**src/rtl/plot_track_pipe.sv**
```systemverilog
// Per-pixel pseudo-3D track classifier with a double-buffered per-line descriptor.
// Optional lane marking is enabled with `define LANE_MARK_EN.
module plot_track_pipe #(
  parameter int unsigned               X_W        = 10,
  parameter int unsigned               Y_W        = 10,
  parameter int unsigned               COLOR_W    = 4,
  parameter logic [3*COLOR_W-1:0]      SKY_RGB    = 12'h00F,
  parameter logic [3*COLOR_W-1:0]      GRASS_RGB  = 12'h0F0,
  parameter logic [3*COLOR_W-1:0]      ROAD_RGB   = 12'h333,
  parameter logic [3*COLOR_W-1:0]      CURB_A_RGB = 12'hFFF,
  parameter logic [3*COLOR_W-1:0]      CURB_B_RGB = 12'hF00,
  parameter int unsigned               LANE_HW    = 2,
  parameter logic [3*COLOR_W-1:0]      LANE_RGB   = 12'hFF0
) (
  input  logic               pixel_clk,
  input  logic               reset_n,
  input  logic [X_W-1:0]     DrawX,
  input  logic [Y_W-1:0]     DrawY,
  input  logic               line_start,
  input  logic               isTrack,
  input  logic               trk_valid,
  input  logic [3*X_W+1:0]   trk_data,
  output logic               trk_ready,
  output logic [COLOR_W-1:0] red,
  output logic [COLOR_W-1:0] green,
  output logic [COLOR_W-1:0] blue,
  output logic               pix_valid,
  output logic [Y_W-1:0]     y_out,
  output logic [7:0]         underrun_cnt
);

  localparam int unsigned D_W = 3 * X_W + 2;
  // Three guard bits so mid+hw+clip and mid-hw-clip never wrap.
  localparam int unsigned E_W = X_W + 3;

  typedef enum logic [2:0] {
    SecSky, SecGrassL, SecCurbL, SecRoad, SecCurbR, SecGrassR
  } sec_e;

  logic [D_W-1:0] shadow_q, shadow_d, active_q, active_d;
  logic           shadow_full_q, shadow_full_d;
  logic [7:0]     underrun_q, underrun_d;
  logic           hs;

  assign trk_ready    = reset_n & ~shadow_full_q;
  assign hs           = trk_valid & trk_ready;
  assign underrun_cnt = underrun_q;

  always_comb begin
    shadow_d      = shadow_q;
    shadow_full_d = shadow_full_q;
    active_d      = active_q;
    underrun_d    = underrun_q;
    if (line_start) begin
      if (shadow_full_q) begin
        active_d      = shadow_q;
        shadow_full_d = 1'b0;
      end else if (hs) begin
        active_d = trk_data;
      end else if (underrun_q != 8'hFF) begin
        underrun_d = underrun_q + 8'd1;
      end
    end else if (hs) begin
      shadow_d      = trk_data;
      shadow_full_d = 1'b1;
    end
  end

  always_ff @(posedge pixel_clk or negedge reset_n) begin
    if (!reset_n) begin
      shadow_q      <= '0;
      shadow_full_q <= 1'b0;
      active_q      <= '0;
      underrun_q    <= '0;
    end else begin
      shadow_q      <= shadow_d;
      shadow_full_q <= shadow_full_d;
      active_q      <= active_d;
      underrun_q    <= underrun_d;
    end
  end

  // Classify against active_d so a swap on line_start covers this same pixel.
  logic signed [E_W-1:0] x_s, mid_s, hw_s, clip_s, l0, l1, r1, r0;
  assign x_s    = $signed({3'b000, DrawX});
  assign mid_s  = $signed({3'b000, active_d[3*X_W-1:2*X_W]});
  assign hw_s   = $signed({3'b000, active_d[2*X_W-1:X_W]});
  assign clip_s = $signed({3'b000, active_d[X_W-1:0]});
  assign l0     = mid_s - hw_s - clip_s;
  assign l1     = mid_s - hw_s;
  assign r1     = mid_s + hw_s;
  assign r0     = mid_s + hw_s + clip_s;

  sec_e sec_d, sec_q;

  always_comb begin
    sec_d = SecSky;
    if (isTrack) begin
      if (x_s < l0)      sec_d = SecGrassL;
      else if (x_s < l1) sec_d = SecCurbL;
      else if (x_s < r1) sec_d = SecRoad;
      else if (x_s < r0) sec_d = SecCurbR;
      else               sec_d = SecGrassR;
    end
  end

`ifdef LANE_MARK_EN
  logic signed [E_W-1:0] lane_lo, lane_hi;
  logic                  lane_d, lane_q;
  assign lane_lo = mid_s - $signed(E_W'(LANE_HW));
  assign lane_hi = mid_s + $signed(E_W'(LANE_HW));
  assign lane_d  = active_d[D_W-2] & (x_s >= lane_lo) & (x_s < lane_hi);

  always_ff @(posedge pixel_clk or negedge reset_n) begin
    if (!reset_n) lane_q <= 1'b0;
    else          lane_q <= lane_d;
  end
`else
  logic unused_lane;
  assign unused_lane = ^{LANE_RGB, LANE_HW[0]};
`endif

  logic           stripe_q, vld1_q;
  logic [Y_W-1:0] y1_q;

  always_ff @(posedge pixel_clk or negedge reset_n) begin
    if (!reset_n) begin
      sec_q    <= SecSky;
      stripe_q <= 1'b0;
      vld1_q   <= 1'b0;
      y1_q     <= '0;
    end else begin
      sec_q    <= sec_d;
      stripe_q <= active_d[D_W-1];
      vld1_q   <= isTrack;
      y1_q     <= DrawY;
    end
  end

  logic [3*COLOR_W-1:0] rgb_d;

  always_comb begin
    rgb_d = SKY_RGB;
    case (sec_q)
      SecGrassL, SecGrassR: rgb_d = GRASS_RGB;
      SecCurbL, SecCurbR:   rgb_d = stripe_q ? CURB_A_RGB : CURB_B_RGB;
`ifdef LANE_MARK_EN
      SecRoad:              rgb_d = lane_q ? LANE_RGB : ROAD_RGB;
`else
      SecRoad:              rgb_d = ROAD_RGB;
`endif
      default:              rgb_d = SKY_RGB;
    endcase
  end

  always_ff @(posedge pixel_clk or negedge reset_n) begin
    if (!reset_n) begin
      red       <= '0;
      green     <= '0;
      blue      <= '0;
      pix_valid <= 1'b0;
      y_out     <= '0;
    end else begin
      red       <= rgb_d[3*COLOR_W-1:2*COLOR_W];
      green     <= rgb_d[2*COLOR_W-1:COLOR_W];
      blue      <= rgb_d[COLOR_W-1:0];
      pix_valid <= vld1_q;
      y_out     <= y1_q;
    end
  end

endmodule

```
**config.mk**
```make
export PLATFORM = sky130hd
export DESIGN_NAME = plot_track_pipe
export DESIGN_NICKNAME = d
export VERILOG_FILES = /design/src/rtl/plot_track_pipe.sv
export SDC_FILE = /design/constraint.sdc
export NUM_CORES = 1
export LEC_CHECK = 0
export BUFFER_PORTS_ARGS = -buffer_cell sky130_fd_sc_hd__buf_4
export CAP_MARGIN = 20
export CORE_ASPECT_RATIO = 0.9
export CORE_MARGIN = 2
export CORE_UTILIZATION = 36
export CTS_CLUSTER_DIAMETER = 40
export DETAILED_ROUTE_END_ITERATION = 8
export HOLD_SLACK_MARGIN = 0.1
export PLACE_DENSITY = 0.62
export SLEW_MARGIN = 20
export SYNTH_ARGS = -nofsm -noshare
export SYNTH_HDL_FRONTEND = slang
export SYNTH_SLANG_ARGS = --single-unit
```
**constraint.sdc**
```tcl
create_clock -name pixel_clk -period 10.76 [get_ports pixel_clk]
set_input_delay 2.152 -clock pixel_clk [delete_from_list [all_inputs] [get_ports pixel_clk]]
set_output_delay 2.152 -clock pixel_clk [all_outputs]
set_load 0.02 [all_outputs]
```
Word-level counts from Yosys, hierarchy flattened
Index checks and enable logic that the tools add are counted.

Register bits: 111. Bits of input ports: 57. Output and inout port bits: 32. Logic and storage cells: 53.

Add/sub/neg operators: 5. Magnitude comparators: 4. Eq/ne operators: 6. Mux-type cells: 12. Bitwise logic cells: 5. Reductions and logical operators: 7.

Operator list (number): 32-bit 2-to-1 mux (3); 12-bit one-hot mux with 3 select lines (1); 11-bit by 13-bit less-than comparator with 1-bit output (1); 11-bit by 10-bit adder with 12-bit output (1); 10-bit by 12-bit less-than comparator with 1-bit output (1); 3-bit 2-to-1 mux (4); 11-bit by 11-bit subtractor with 12-bit output (1); 10-bit by 10-bit adder with 11-bit output (1); 10-bit by 11-bit less-than comparator with 1-bit output (1); 11-bit less-than comparator (1); 10-bit by 10-bit subtractor with 11-bit output (1); 8-bit by 1-bit adder with 8-bit output (second input constant) (1); 8-bit 2-to-1 mux (1); 8-bit inequality test (second input constant) (1); 3-bit by 2-bit equality test with 1-bit output (second input constant) (2); 3-bit equality test (second input constant) (2); 2-bit AND reduction (2); 4-bit AND reduction (1); 2-bit nonzero test (2); 2-bit OR reduction (2); 3-bit by 1-bit equality test with 1-bit output (second input constant) (1); 1-bit 2-to-1 mux (3); 1-bit inverter (3); 1-bit AND (2).

Longest topological paths before layout
Gate-level depths: netlist of the first run.

Depth after elaboration: 14. Gate-level depth with buffers: 29. Gate-level depth less buffers: 27.

Worst setup path before layout of the first run
OpenSTA, ideal clock, no wires.

Path kind: in2reg. From: in reset_n. To: reg sec_q[0]. Library setup time: 123 ps. Data arrival time: 6725 ps. Required time: 10637 ps. Setup slack: 3912 ps. Stages on the path: 28. Buffers on the path: 1. Cells stage by stage: nor2b_1 -> nand2_1 -> clkbuf_1 -> o22ai_1 -> nand2_1 -> o21ai_0 -> inv_1 -> ha_1 -> inv_1 -> fa_1 -> nor2b_1 -> o31a_1 -> nor2_1 -> nor2_1 -> nor2_1 -> xnor2_1 -> ha_1 -> or3_1 -> o22a_1 -> a21oi_1 -> xor2_1 -> ha_1 -> and4_1 -> a221o_1 -> a21oi_1 -> o22ai_1 -> a31oi_1 -> o2bb2ai_1.

Cells in the longest elaborated chain, start to end: 13. Elaborated cells between the ends (all ways): 18. Classes of those cells: 4 x add/sub; 4 x order compare; 8 x mux; 2 x bitwise.

RTL lines: start: declaration (line 16) `input logic reset_n,`; 1-bit AND (*) (line 45) `assign trk_ready = reset_n & ~shadow_full_q;`; 1-bit AND (*) (line 46) `assign hs = trk_valid & trk_ready;`; 32-bit 2-to-1 mux (*) (line 58) `end else if (hs) begin`; 32-bit 2-to-1 mux (*) (line 55) `if (shadow_full_q) begin`; 32-bit 2-to-1 mux (*) (line 54) `if (line_start) begin`; via active_d[20] (line 40) `logic [D_W-1:0] shadow_q, shadow_d, active_q, active_d;`; 10-bit by 10-bit adder with 11-bit output (line 91, 92); 11-bit by 10-bit adder with 12-bit output (line 92) `assign r0 = mid_s + hw_s + clip_s;`; 10-bit by 12-bit less-than comparator with 1-bit output (line 102) `else if (x_s < r0) sec_d = SecCurbR;`; 1-bit 2-to-1 mux (line 102); 3-bit 2-to-1 mux (line 101) `else if (x_s < r1) sec_d = SecRoad;`; 3-bit 2-to-1 mux (line 100) `else if (x_s < l1) sec_d = SecCurbL;`; 3-bit 2-to-1 mux (*) (line 99) `if (x_s < l0) sec_d = SecGrassL;`; 3-bit 2-to-1 mux (*) (line 98) `if (isTrack) begin`; via sec_d[0] (line 94) `sec_e sec_d, sec_q;`; end signal: assignment (line 128) `sec_q <= SecSky;`; end: declaration (line 94).

Mark *: on every way through the listed nets, which the timed path passes. The rest lies on a longest branch. The select of a mux whose other input is x is not followed. A chain may end at the register's enable or synchronous reset.

Worst setup path after layout of the first run
Ends and elaborated chain as after synthesis.

==> impl_metrics.json, run 1 <==
{
  "run_status": "complete, no violations",
  "cts_root_buffer": "clkbuf_16",
  "postSynthRegisterBits": 102,
  "clock_sinks": 102,
  "grt_overflow_total": 0,
  "die_h_um": 131,
  "post_detailed_route_via_to_cell_ratio": 5.20,
  "cts_max_level": 3,
  "synth-edff-count": 0,
  "die_x_um": 145,
  "total_cell_area_at_the_placement_stage_um2": 7310,
  "maximum_number_of_pins_on_one_net_before_global_route_repair": 70,
  "ir_drop_uv": 113,
  "power.share.combinational_pct": 65.8,
  "area_growth_pct": 18.1,
  "dr_total_vias": 4923,
  "cts_made_buffers": 9,
  "worst_path_max_delay_cell": "nand2_1",
  "synthDistinctLibCells": 66,
  "final.period_utilization_pct": 72.3,
  "netlist.top_cell.by_area": "dfrtp_1",
  "placement.io_buffers": 87,
  "clock_tree.buffer_depth": 2,
  "route.antenna.remaining_nets": 0,
  "number_of_buffers_and_inverters_on_the_critical_path": 3,
  "critPathTopFamily": "compound AO/OA/AOI/OAI gates",
  "timing.final.crit_period_ns": 7.78,
  "power_mw": 2.51,
  "track_usage_pct": 17.4,
  "routed_wirelength_um": 15600,
  "syn_warnings": 0,
  "dominant_cells_by_area_after_synthesis": "dfrtp_1 39%, ha_1 15%, mux2_2 5.6%",
  "routabilityCongestion": 0.897,
  "critical_path.max_fanout": 36,
  "core_area_um2": 17600,
  "cellLeakagePower_nw": 3.59,
  "insertion_delay_ns": 0.35,
  "syn-instance-count": 626,
  "cp_data_arrival_time_ns": 8.00,
  "post_drt_wl_per_cell_um": 16.5,
  "timing.critical_path.from_type": "primary input",
  "detailedRoute.firstPassIterationCount": 4,
  "synthArstFlopShare_pct": 100,
  "switching_power_mw": 1.10,
  "grt_pass1_vias": 5322,
  "synth_area_per_cell_um2": 10.3,
  "yosys.cell_count.top_type": "dfrtp_1",
  "synth_top_cells_by_count": "102 x dfrtp_1, 79 x ha_1, 48 x inv_1",
  "net_switching_share_of_the_total_power_pct": 43.9,
  "cts.repair.resized": 0,
  "report.final.setup_viol": 0,
  "required_ns": 10.99,
  "critical_setup_path_class": "primary input to flip-flop",
  "cell_internal_pwr_mw": 1.41,
  "grt_first_pass_wirelength_um": 26900,
  "mapped_area_um2": 6460,
  "clock-skew-final_ns": 0.00822,
  "cts_hold_buf": 0,
  "place.detailed.hpwl_um": 12200,
  "fmax_mhz": 129,
  "layout-drive-gt1-share_pct": 21.2,
  "syn-num-nets": 766,
  "worst_pin_slew_ns": 0.868,
  "power.share.clock_pct": 13.6,
  "grt_antenna_before_repair": 0,
  "num_rows": 46,
  "hold_class": "flip-flop to flip-flop",
  "hold_violations": 0,
  "synthFlopType": "dfrtp_1",
  "slew_violations": 0,
  "pwr_density_nw_per_um2": 329,
  "initial_standard_cell_utilization_of_the_core_pct": 36.7,
  "unrepaired_setup_endpoints_after_global_routing": "no",
  "finalInstanceArea_um2": 7630,
  "maxSlewHeadroom_pct": 42.1,
  "crit_path_max_incr_delay_ns": 0.51,
  "drcViolationCount": 0,
  "final_net_count": 841,
  "postCtsSetupBuffers": 0,
  "seq_power_share_pct": 20.6,
  "max-cap-violations": 0,
  "ioPinCount": 89,
  "detail_route.iter0.violations": 194,
  "end_kind": "flip-flop",
  "synth-seq-area-share_pct": 39.5,
  "tritoncts": "yes",
  "netlist.area_leader.share_pct": 39.5,
  "setup_total_negative_slack_ns": 0,
  "fp.dieArea_um2": 19000,
  "num_antenna_cells": 0,
  "clk_pin_slew_ns": 0.07
}
[layer usage]
layer / track usage, % / part of all wire, % / vias up
met1: 23.8 / 48 / 2395
met3: 3.75 / 4.9 / 18
met2: 27.9 / 45 / 105
li1: - / - / 2405
met5: 0 / 0 / -
met4: 4.96 / 1.7 / 0
[layout make-up]
type / count / area, um^2
inverters: 48 / 180
flip-flops and latches: 102 / 2550
clock buffers: 11 / 253
fillers: 1726 / 9980
clock inverters: 5 / 63.8
multi-input cells: 450 / 3610
well taps: 240 / 300
repair buffers: 90 / 676
[metrics by stage]
step                hold slack [ns]  instances  setup slack, ns  utilization (%)
floorplan                     0.331        626             3.91                -
global placement              0.331        930             2.70             41.5
detailed placement            0.336        930             2.65             41.5
CTS                           0.351        946             2.98             43.3
global route                  0.353        946             2.30             43.3
finish                        0.350        946             2.98             43.3
[logic make-up (layout without fill, tap and decap cells)]
family                   count (synthesis)  after routing  share of synthesized area (%)
XOR/XNOR                                37             37                           5.01
buffers and inverters                   74            154                           4.78
multiplexers                            32             32                           5.58
AND/OR/NAND/NOR                        124            124                           9.72
flip-flops                             102            102                           39.5
AO/OA/AOI/OAI                          174            174                           18.9
adder cells (fa/ha/maj)                 83             83                           16.5
[flip-flops by register name, indices dropped and copies added (netlist names)]
name	flops
active_q	31
blue	2
green	2
pix_valid	1
red	2
sec_q	3
shadow_full_q	1
shadow_q	31
underrun_cnt	8
vld1_q	1
y1_q	10
y_out	10
[power groups by stage]
stage	combinational (mW)	clock, mW	sequential [mW]
floorplan	1.23	0	0.541
global placement	1.59	0	0.520
detailed placement	1.64	0	0.525
CTS	1.65	0.351	0.517
global route	1.88	0.367	0.530
finish	1.65	0.341	0.518
[worst reg2reg max path: stages, from the launching register on]
cell	delay (ns)
dfrtp_1	0.69
and3b_1	0.43
o21ai_1	0.74
a22o_1	0.31
ha_1	0.16
inv_1	0.06
fa_1	0.41
nor2b_1	0.17
o31a_1	0.21
nor2_1	0.05
nor2_1	0.08
nor2_1	0.07
xnor2_1	0.17
ha_1	0.26
or3_1	0.39
o22a_1	0.25
a21oi_1	0.18
xor2_1	0.18
ha_1	0.26
and4_1	0.19
a221o_1	0.34
a21oi_1	0.15
o22ai_1	0.10
a31oi_1	0.24
o2bb2ai_1	0.10
[path summary, 6_finish.rpt]
path / startpoint / endpoint / cells past startpoint / slack [ns]
worst max-delay path: reset_n / sec_q[0]$_DFF_PN0_ / 28 / 2.98
worst min-delay path: y1_q[7]$_DFF_PN0_ / y_out[7]$_DFF_PN0_ / 0 / 0.35
worst max register to register: shadow_full_q$_DFFE_PN0P_ / sec_q[0]$_DFF_PN0_ / 24 / 4.45
worst min register to register: y1_q[7]$_DFF_PN0_ / y_out[7]$_DFF_PN0_ / 0 / 0.35
max in group asynchronous: reset_n / shadow_q[8]$_DFFE_PN0P_ / 2 / 7.75
min in group asynchronous: reset_n / y1_q[8]$_DFF_PN0_ / 1 / 1.76
[layout by cell type, fill, tap and decap left out, drive strengths merged, types with 3 or more instances in the layout]
cell     count
buf         90
a22o        21
o2111ai      5
or3          5
clkbuf      11
o21a         7
o22ai       21
nand4        5
or2          3
mux2        32
fa           4
xnor2       20
nand2b      12
a2111o       3
o21ai       32
xor2        17
nor2b        8
o211ai       6
nand3        6
dfrtp      102
a21oi       36
nand2       34
a21o        11
ha          79
o31a         4
nor3         6
nor2        31
o21bai       3
inv         50
No activity file was read; power rests on OpenSTA's default activity.
==> run 2, diff against run 1 <==
--- a/config.mk
+++ b/config.mk
@@ -5,6 +5,7 @@
 export SDC_FILE = /design/constraint.sdc
 export NUM_CORES = 1
 export LEC_CHECK = 0
+export ABC_AREA = 1
 export BUFFER_PORTS_ARGS = -buffer_cell sky130_fd_sc_hd__buf_4
 export CAP_MARGIN = 20
 export CORE_ASPECT_RATIO = 0.9
==> constraint.sdc (replaced) <==
create_clock -name pixel_clk -period 8.1 [get_ports pixel_clk]
set_input_delay 1.62 -clock pixel_clk [delete_from_list [all_inputs] [get_ports pixel_clk]]
set_output_delay 1.62 -clock pixel_clk [all_outputs]
set_load 0.02 [all_outputs]
==> impl_metrics.json, run 2 <==
{
  "ir_drop_uv": 157,
  "detail_route.iter0.violations": 284,
  "timing.critical_path.from_type": "primary input",
  "cts_made_buffers": 9,
  "track_usage_pct": 16.2,
  "drcViolationCount": 0,
  "num_antenna_cells": 0,
  "mapped_area_um2": 6620,
  "yosys.cell_count.top_type": "nand2_1",
  "slew_violations": 0,
  "num_rows": 47,
  "worst_pin_slew_ns": 0.868,
  "synth_compound_area_share_pct": 13.2,
  "die_x_um": 147,
  "clk_pin_slew_ns": 0.07,
  "synth-edff-count": 0,
  "pwr_density_nw_per_um2": 421,
  "initial_standard_cell_utilization_of_the_core_pct": 36.3,
  "hold_violations": 0,
  "run_status": "complete, no violations",
  "fp.dieArea_um2": 19500,
  "multi_input_area_um2": 3490,
  "timing.final.crit_period_ns": 6.49,
  "final_common_cell": "nand2_1",
  "final-seq-area_um2": 2550,
  "ioPinCount": 89,
  "cp_data_arrival_time_ns": 6.76,
  "routed_wirelength_um": 15300,
  "final_net_count": 986,
  "maximum_number_of_pins_on_one_net_before_global_route_repair": 67,
  "synthDistinctLibCells": 40,
  "cts_root_buffer": "clkbuf_16",
  "critical_path.reg2reg.endpoint": "sec_q[0]$_DFF_PN0_",
  "rr_startpoint": "shadow_full_q$_DFFE_PN0P_",
  "synth_top_family_by_area": "adder cells",
  "max-cap-violations": 0,
  "timing.hold.ws_ns": 0.354,
  "top_regs": "active_q (31), shadow_q (31)",
  "cts_max_level": 3,
  "yosys-mux-area-fraction_pct": 3.40,
  "detailedRoute.firstPassIterationCount": 4,
  "die_h_um": 133,
  "critical_setup_path_class": "primary input to flip-flop",
  "postSynthRegisterBits": 102,
  "syn_warnings": 0,
  "ff_to_ff_setup_slack_ns": 2.45,
  "synthFlopType": "dfrtp_1",
  "synth-seq-area-share_pct": 38.5,
  "synthArstFlopShare_pct": 100,
  "number_of_cells_on_the_worst_hold_path": 0,
  "insertion_delay_ns": 0.35,
  "postCtsSetupBuffers": 0,
  "placement.io_buffers": 87,
  "end_kind": "flip-flop",
  "routabilityCongestion": 0.885,
  "clock_tree.buffer_depth": 2,
  "synth_area_per_cell_um2": 8.59,
  "grt_antenna_before_repair": 0,
  "fmax_mhz": 154,
  "required_ns": 8.37,
  "hold_path.startpoint": "y1_q[8]$_DFF_PN0_",
  "grt_overflow_total": 0,
  "critical_path.max_fanout": 28,
  "dr_total_vias": 5272,
  "route.antenna.remaining_nets": 0,
  "layout_common_cells": "154 x nand2_1, 116 x inv_1, 102 x dfrtp_1",
  "unrepaired_setup_endpoints_after_global_routing": "no",
  "worst_reg_to_reg_path_cell_count": 30,
  "final.period_utilization_pct": 80.1,
  "setup_total_negative_slack_ns": 0,
  "cts.repair.resized": 0,
  "netlist.area_leader.share_pct": 38.5,
  "clock-skew-final_ns": 0.0106,
  "syn-instance-count": 771,
  "maxSlewHeadroom_pct": 42.2,
  "netlist.top_cell.by_area": "dfrtp_1",
  "cts_hold_buf": 0,
  "yosys.area_share.simple_pct": 14.8,
  "syn-num-nets": 911,
  "hold-path-endpoint": "y_out[8]$_DFF_PN0_",
  "place.detailed.hpwl_um": 12000,
  "post_detailed_route_via_to_cell_ratio": 4.81,
  "tritoncts": "yes",
  "post_drt_wl_per_cell_um": 14.0,
  "synth-adder-area-share_pct": 16.1,
  "grt_first_pass_wirelength_um": 25300,
  "dominant_cells_by_area_after_synthesis": "dfrtp_1 39%, ha_1 15%, nand2_1 8.7%",
  "layout.filler_cells": 1845,
  "cellLeakagePower_nw": 3.95,
  "synth_xor_xnor_area_share_pct": 5.16,
  "clock_sinks": 102,
  "hold_class": "flip-flop to flip-flop",
  "report.final.setup_viol": 0,
  "area_growth_pct": 17.3,
  "core_area_um2": 18200,
  "synth_top_cells_by_count": "154 x nand2_1, 116 x inv_1, 102 x dfrtp_1",
  "grt_pass1_vias": 5014,
  "layout-drive-gt1-share_pct": 16.2
}
==> run 2: critical path, stage by stage <==
cell      delay (ns)
buf_4           0.26
inv_1           0.28
nor2_4          0.57
o22ai_1         0.24
ha_1            0.52
inv_1           0.17
a21oi_1         0.16
nand2_1         0.11
a21oi_1         0.15
o21bai_1        0.09
xor2_1          0.29
inv_1           0.08
ha_1            0.36
nand2_1         0.08
nor3_1          0.22
a21oi_1         0.15
o21ai_0         0.20
xnor2_1         0.15
ha_1            0.27
nand2_1         0.07
inv_1           0.04
nor3_1          0.15
nand2_1         0.08
nand2_1         0.05
nand2_1         0.04
nand2_1         0.05
nand2_1         0.11
a21oi_1         0.17
==> run 2: logic make-up after synthesis <==
kind of cell | after synthesis
buffers and inverters | 144
DFF | 102
and+or+nand+nor | 230
xor gates and xnor gates | 39
AOI/OAI and AO/OA | 153
adders and majority gates | 83
muxes | 20
==> run 2: area by class of cell <==
class | instances | share of cell area, %
multi-input combinational | 525 | 44.9
sequential | 102 | 32.8
clock buffer | 9 | 2.90
clock inverter | 7 | 0.966
inverter | 117 | 5.65
timing repair buffer | 91 | 8.79
tap | 245 | 3.94
==> run 2: power breakdown <==
| part | switching [mW] | internal [mW] | total, mW |
|---|---|---|---|
| clock network | 0.210 | 0.218 | 0.428 |
| logic | 1.29 | 0.876 | 2.16 |
| registers | 0.0617 | 0.623 | 0.684 |
==> run 2: worst max path at each step <==
stage	start	endpoint	depth (start not counted)
after CTS	line_start	sec_q[0]$_DFF_PN0_	28
after detailed placement	line_start	sec_q[0]$_DFF_PN0_	28
after global routing	line_start	sec_q[0]$_DFF_PN0_	28
final	line_start	sec_q[0]$_DFF_PN0_	28
after floorplan	reset_n	sec_q[1]$_DFF_PN0_	35
after global placement	line_start	sec_q[0]$_DFF_PN0_	28
==> run 2: routing by layer <==
metal | up-vias | wire length [um] | track usage (%) | share of wire, %
met5 | - | 0 | 0 | 0
met4 | 0 | 69 | 2.88 | 0.45
met3 | 4 | 658 | 3.34 | 4.3
met2 | 110 | 6530 | 24.7 | 43
met1 | 2473 | 8050 | 24.2 | 53
li1 | 2685 | - | - | -
==> run 2: stage by stage <==
stage | instance area [um^2] | util [%] | instances | total power, mW | setup slack [ns]
floorplan | 6620 | - | 771 | 2.35 | 2.35
global placement | 7470 | 41.0 | 1080 | 2.81 | 1.25
detailed placement | 7470 | 41.0 | 1080 | 2.86 | 1.23
CTS | 7770 | 42.6 | 1096 | 3.31 | 1.62
global route | 7770 | 42.6 | 1096 | 3.68 | 0.968
finish | 7770 | 42.6 | 1096 | 3.27 | 1.61
==> run 3, diff against run 2 <==
--- a/config.mk
+++ b/config.mk
@@ -5,7 +5,7 @@
 export SDC_FILE = /design/constraint.sdc
 export NUM_CORES = 1
 export LEC_CHECK = 0
-export ABC_AREA = 1
+export ABC_AREA = 0
 export BUFFER_PORTS_ARGS = -buffer_cell sky130_fd_sc_hd__buf_4
 export CAP_MARGIN = 20
 export CORE_ASPECT_RATIO = 0.9
@@ -14,7 +14,7 @@
 export CTS_CLUSTER_DIAMETER = 40
 export DETAILED_ROUTE_END_ITERATION = 8
 export HOLD_SLACK_MARGIN = 0.1
-export PLACE_DENSITY = 0.62
+export PLACE_DENSITY = 0.64
 export SLEW_MARGIN = 20
 export SYNTH_ARGS = -nofsm -noshare
 export SYNTH_HDL_FRONTEND = slang
==> constraint.sdc (replaced) <==
create_clock -name pixel_clk -period 5.45 [get_ports pixel_clk]
set_input_delay 1.09 -clock pixel_clk [delete_from_list [all_inputs] [get_ports pixel_clk]]
set_output_delay 1.09 -clock pixel_clk [all_outputs]
set_load 0.02 [all_outputs]
==> impl_metrics.json, run 3 (synthesized netlist as in run 1, its figures left out) <==
{
  "routabilityCongestion": 0.847,
  "routed_wirelength_um": 15500,
  "maximum_number_of_pins_on_one_net_before_global_route_repair": 49,
  "hold_violations": 0,
  "total_cell_area_at_the_placement_stage_um2": 8090,
  "report.final.setup_viol": 2,
  "initial_standard_cell_utilization_of_the_core_pct": 36.7,
  "ioPinCount": 89,
  "required_ns": 5.69,
  "cts_root_buffer": "clkbuf_16",
  "end_kind": "flip-flop",
  "violated_checks": "setup timing",
  "detail_route.iter0.violations": 272,
  "cts_hold_buf": 0,
  "die_h_um": 131,
  "drcViolationCount": 0,
  "layout_common_cells": "198 x buf_4, 102 x dfrtp_1, 74 x ha_1",
  "hold_path.startpoint": "y1_q[8]$_DFF_PN0_",
  "grt_overflow_total": 0,
  "worst_pin_slew_ns": 0.583,
  "tritoncts": "yes",
  "num_antenna_cells": 0,
  "cts_max_level": 3,
  "post_detailed_route_via_to_cell_ratio": 4.97,
  "track_usage_pct": 16.6,
  "critical_path.startpoint": "reset_n",
  "timing.final.crit_period_ns": 5.53,
  "clock_tree.buffer_depth": 2,
  "final_non_filler_cell_total": 1058,
  "dr_total_vias": 5253,
  "maxSlewHeadroom_pct": 60.7,
  "post_drt_wl_per_cell_um": 14.7,
  "fp.dieArea_um2": 19000,
  "grt_first_pass_wirelength_um": 25800,
  "num_rows": 46,
  "placement.io_buffers": 87,
  "power_mw": 5.71,
  "place.detailed.hpwl_um": 12300,
  "clock-skew-final_ns": 0.0102,
  "final_net_count": 953,
  "route.antenna.remaining_nets": 0,
  "final.setup.worst_slack_ns": -0.0780,
  "clk_pin_slew_ns": 0.07,
  "grt_antenna_before_repair": 0,
  "insertion_delay_ns": 0.35,
  "worst_reg_to_reg_path_cell_count": 25,
  "core_area_um2": 17600,
  "run_status": "finished, violations left",
  "clock_sinks": 102,
  "ff_to_ff_setup_slack_ns": 0.32,
  "slew_violations": 0,
  "hold-path-endpoint": "y_out[8]$_DFF_PN0_",
  "critical_path.reg2reg.endpoint": "sec_q[0]$_DFF_PN0_",
  "placed_cells_incl_taps": 1028,
  "max-cap-violations": 0,
  "finalInstanceArea_um2": 8620,
  "die_x_um": 145,
  "ir_drop_uv": 300,
  "number_of_cells_on_the_worst_hold_path": 0,
  "pwr_density_nw_per_um2": 662,
  "layout-drive-gt1-share_pct": 35.1,
  "grt_pass1_vias": 5212,
  "layout.filler_cells": 1676,
  "area_growth_pct": 33.4,
  "top_regs": "active_q (31), shadow_q (31)",
  "cp_data_arrival_time_ns": 5.77,
  "unrepaired_setup_endpoints_after_global_routing": "yes",
  "final_common_cell": "buf_4",
  "final.period_utilization_pct": 101,
  "timing.critical_path.from_type": "primary input",
  "fmax_mhz": 181,
  "setup_total_negative_slack_ns": -0.132,
  "detailedRoute.firstPassIterationCount": 4,
  "cellLeakagePower_nw": 4.16,
  "rr_startpoint": "shadow_full_q$_DFFE_PN0P_",
  "critical_path.max_fanout": 5,
  "cts_made_buffers": 9,
  "hold_class": "flip-flop to flip-flop",
  "critical_setup_path_class": "primary input to flip-flop"
}
## run 3: report_power, final
group | switching [mW] | internal [mW] | leakage [nW]
logic | 1.96 | 2.11 | 2.81
clock network | 0.305 | 0.319 | 0.137
registers | 0.0967 | 0.923 | 1.21
## run 3: cell type report
cell class	count	area [um^2]	share of cell area [%]
multi-input combinational	450	3760	43.7
sequential	102	2550	29.6
timing repair buffer	202	1540	17.8
tap	240	300	3.48
clock buffer	9	225	2.61
inverter	48	180	2.09
clock inverter	7	65.1	0.754
## run 3: worst max-delay path: stages
cell,delay (ns)
buf_8,0.11
and3b_2,0.23
buf_6,0.14
a22o_1,0.17
a22o_1,0.22
buf_6,0.14
ha_4,0.15
fa_2,0.36
or2_4,0.27
a221oi_4,0.28
o21ai_1,0.11
nand2b_1,0.12
xnor2_2,0.15
ha_1,0.27
a2111o_1,0.45
o2111ai_2,0.23
nand2_1,0.09
xnor2_1,0.19
ha_1,0.27
o211ai_1,0.17
o21a_1,0.18
o221a_4,0.20
and3b_1,0.17
## run 3: what timing repair did
action,4_1_cts,5_1_grt
pin swaps,22,42
resized for setup,11,17
endpoints found under the setup margin,2,3
setup buffers,8,6
## run 3: routing by layer
| metal | up-vias | global-route usage, % | routed length, um | share of wire, % |
|---|---|---|---|---|
| met2 | 90 | 26.2 | 7060 | 45 |
| li1 | 2639 | - | - | - |
| met1 | 2512 | 23.6 | 7750 | 50 |
| met3 | 12 | 2.99 | 527 | 3.4 |
| met5 | - | 0 | 0 | 0 |
| met4 | 0 | 4.30 | 191 | 1.2 |
## run 3: how the worst max path moves through the flow
stage | to | slack (ns) | cells after the start
floorplan | sec_q[0]$_DFF_PN0_ | -0.007 | 26
global placement | sec_q[0]$_DFF_PN0_ | -0.43 | 26
detailed placement | sec_q[0]$_DFF_PN0_ | -0.48 | 26
CTS | sec_q[0]$_DFF_PN0_ | -0.02 | 26
global route | sec_q[0]$_DFF_PN0_ | -0.30 | 26
finish | sec_q[2]$_DFF_PN0_ | -0.08 | 23
## run 3: stage by stage
step | utilization [%] | worst slack (ns) | hold WS [ns]
floorplan | - | -0.00675 | 0.331
global placement | 45.9 | -0.432 | 0.332
detailed placement | 45.9 | -0.480 | 0.335
CTS | 48.2 | -0.0211 | 0.351
global route | 49.0 | -0.301 | 0.359
finish | 49.0 | -0.0780 | 0.349
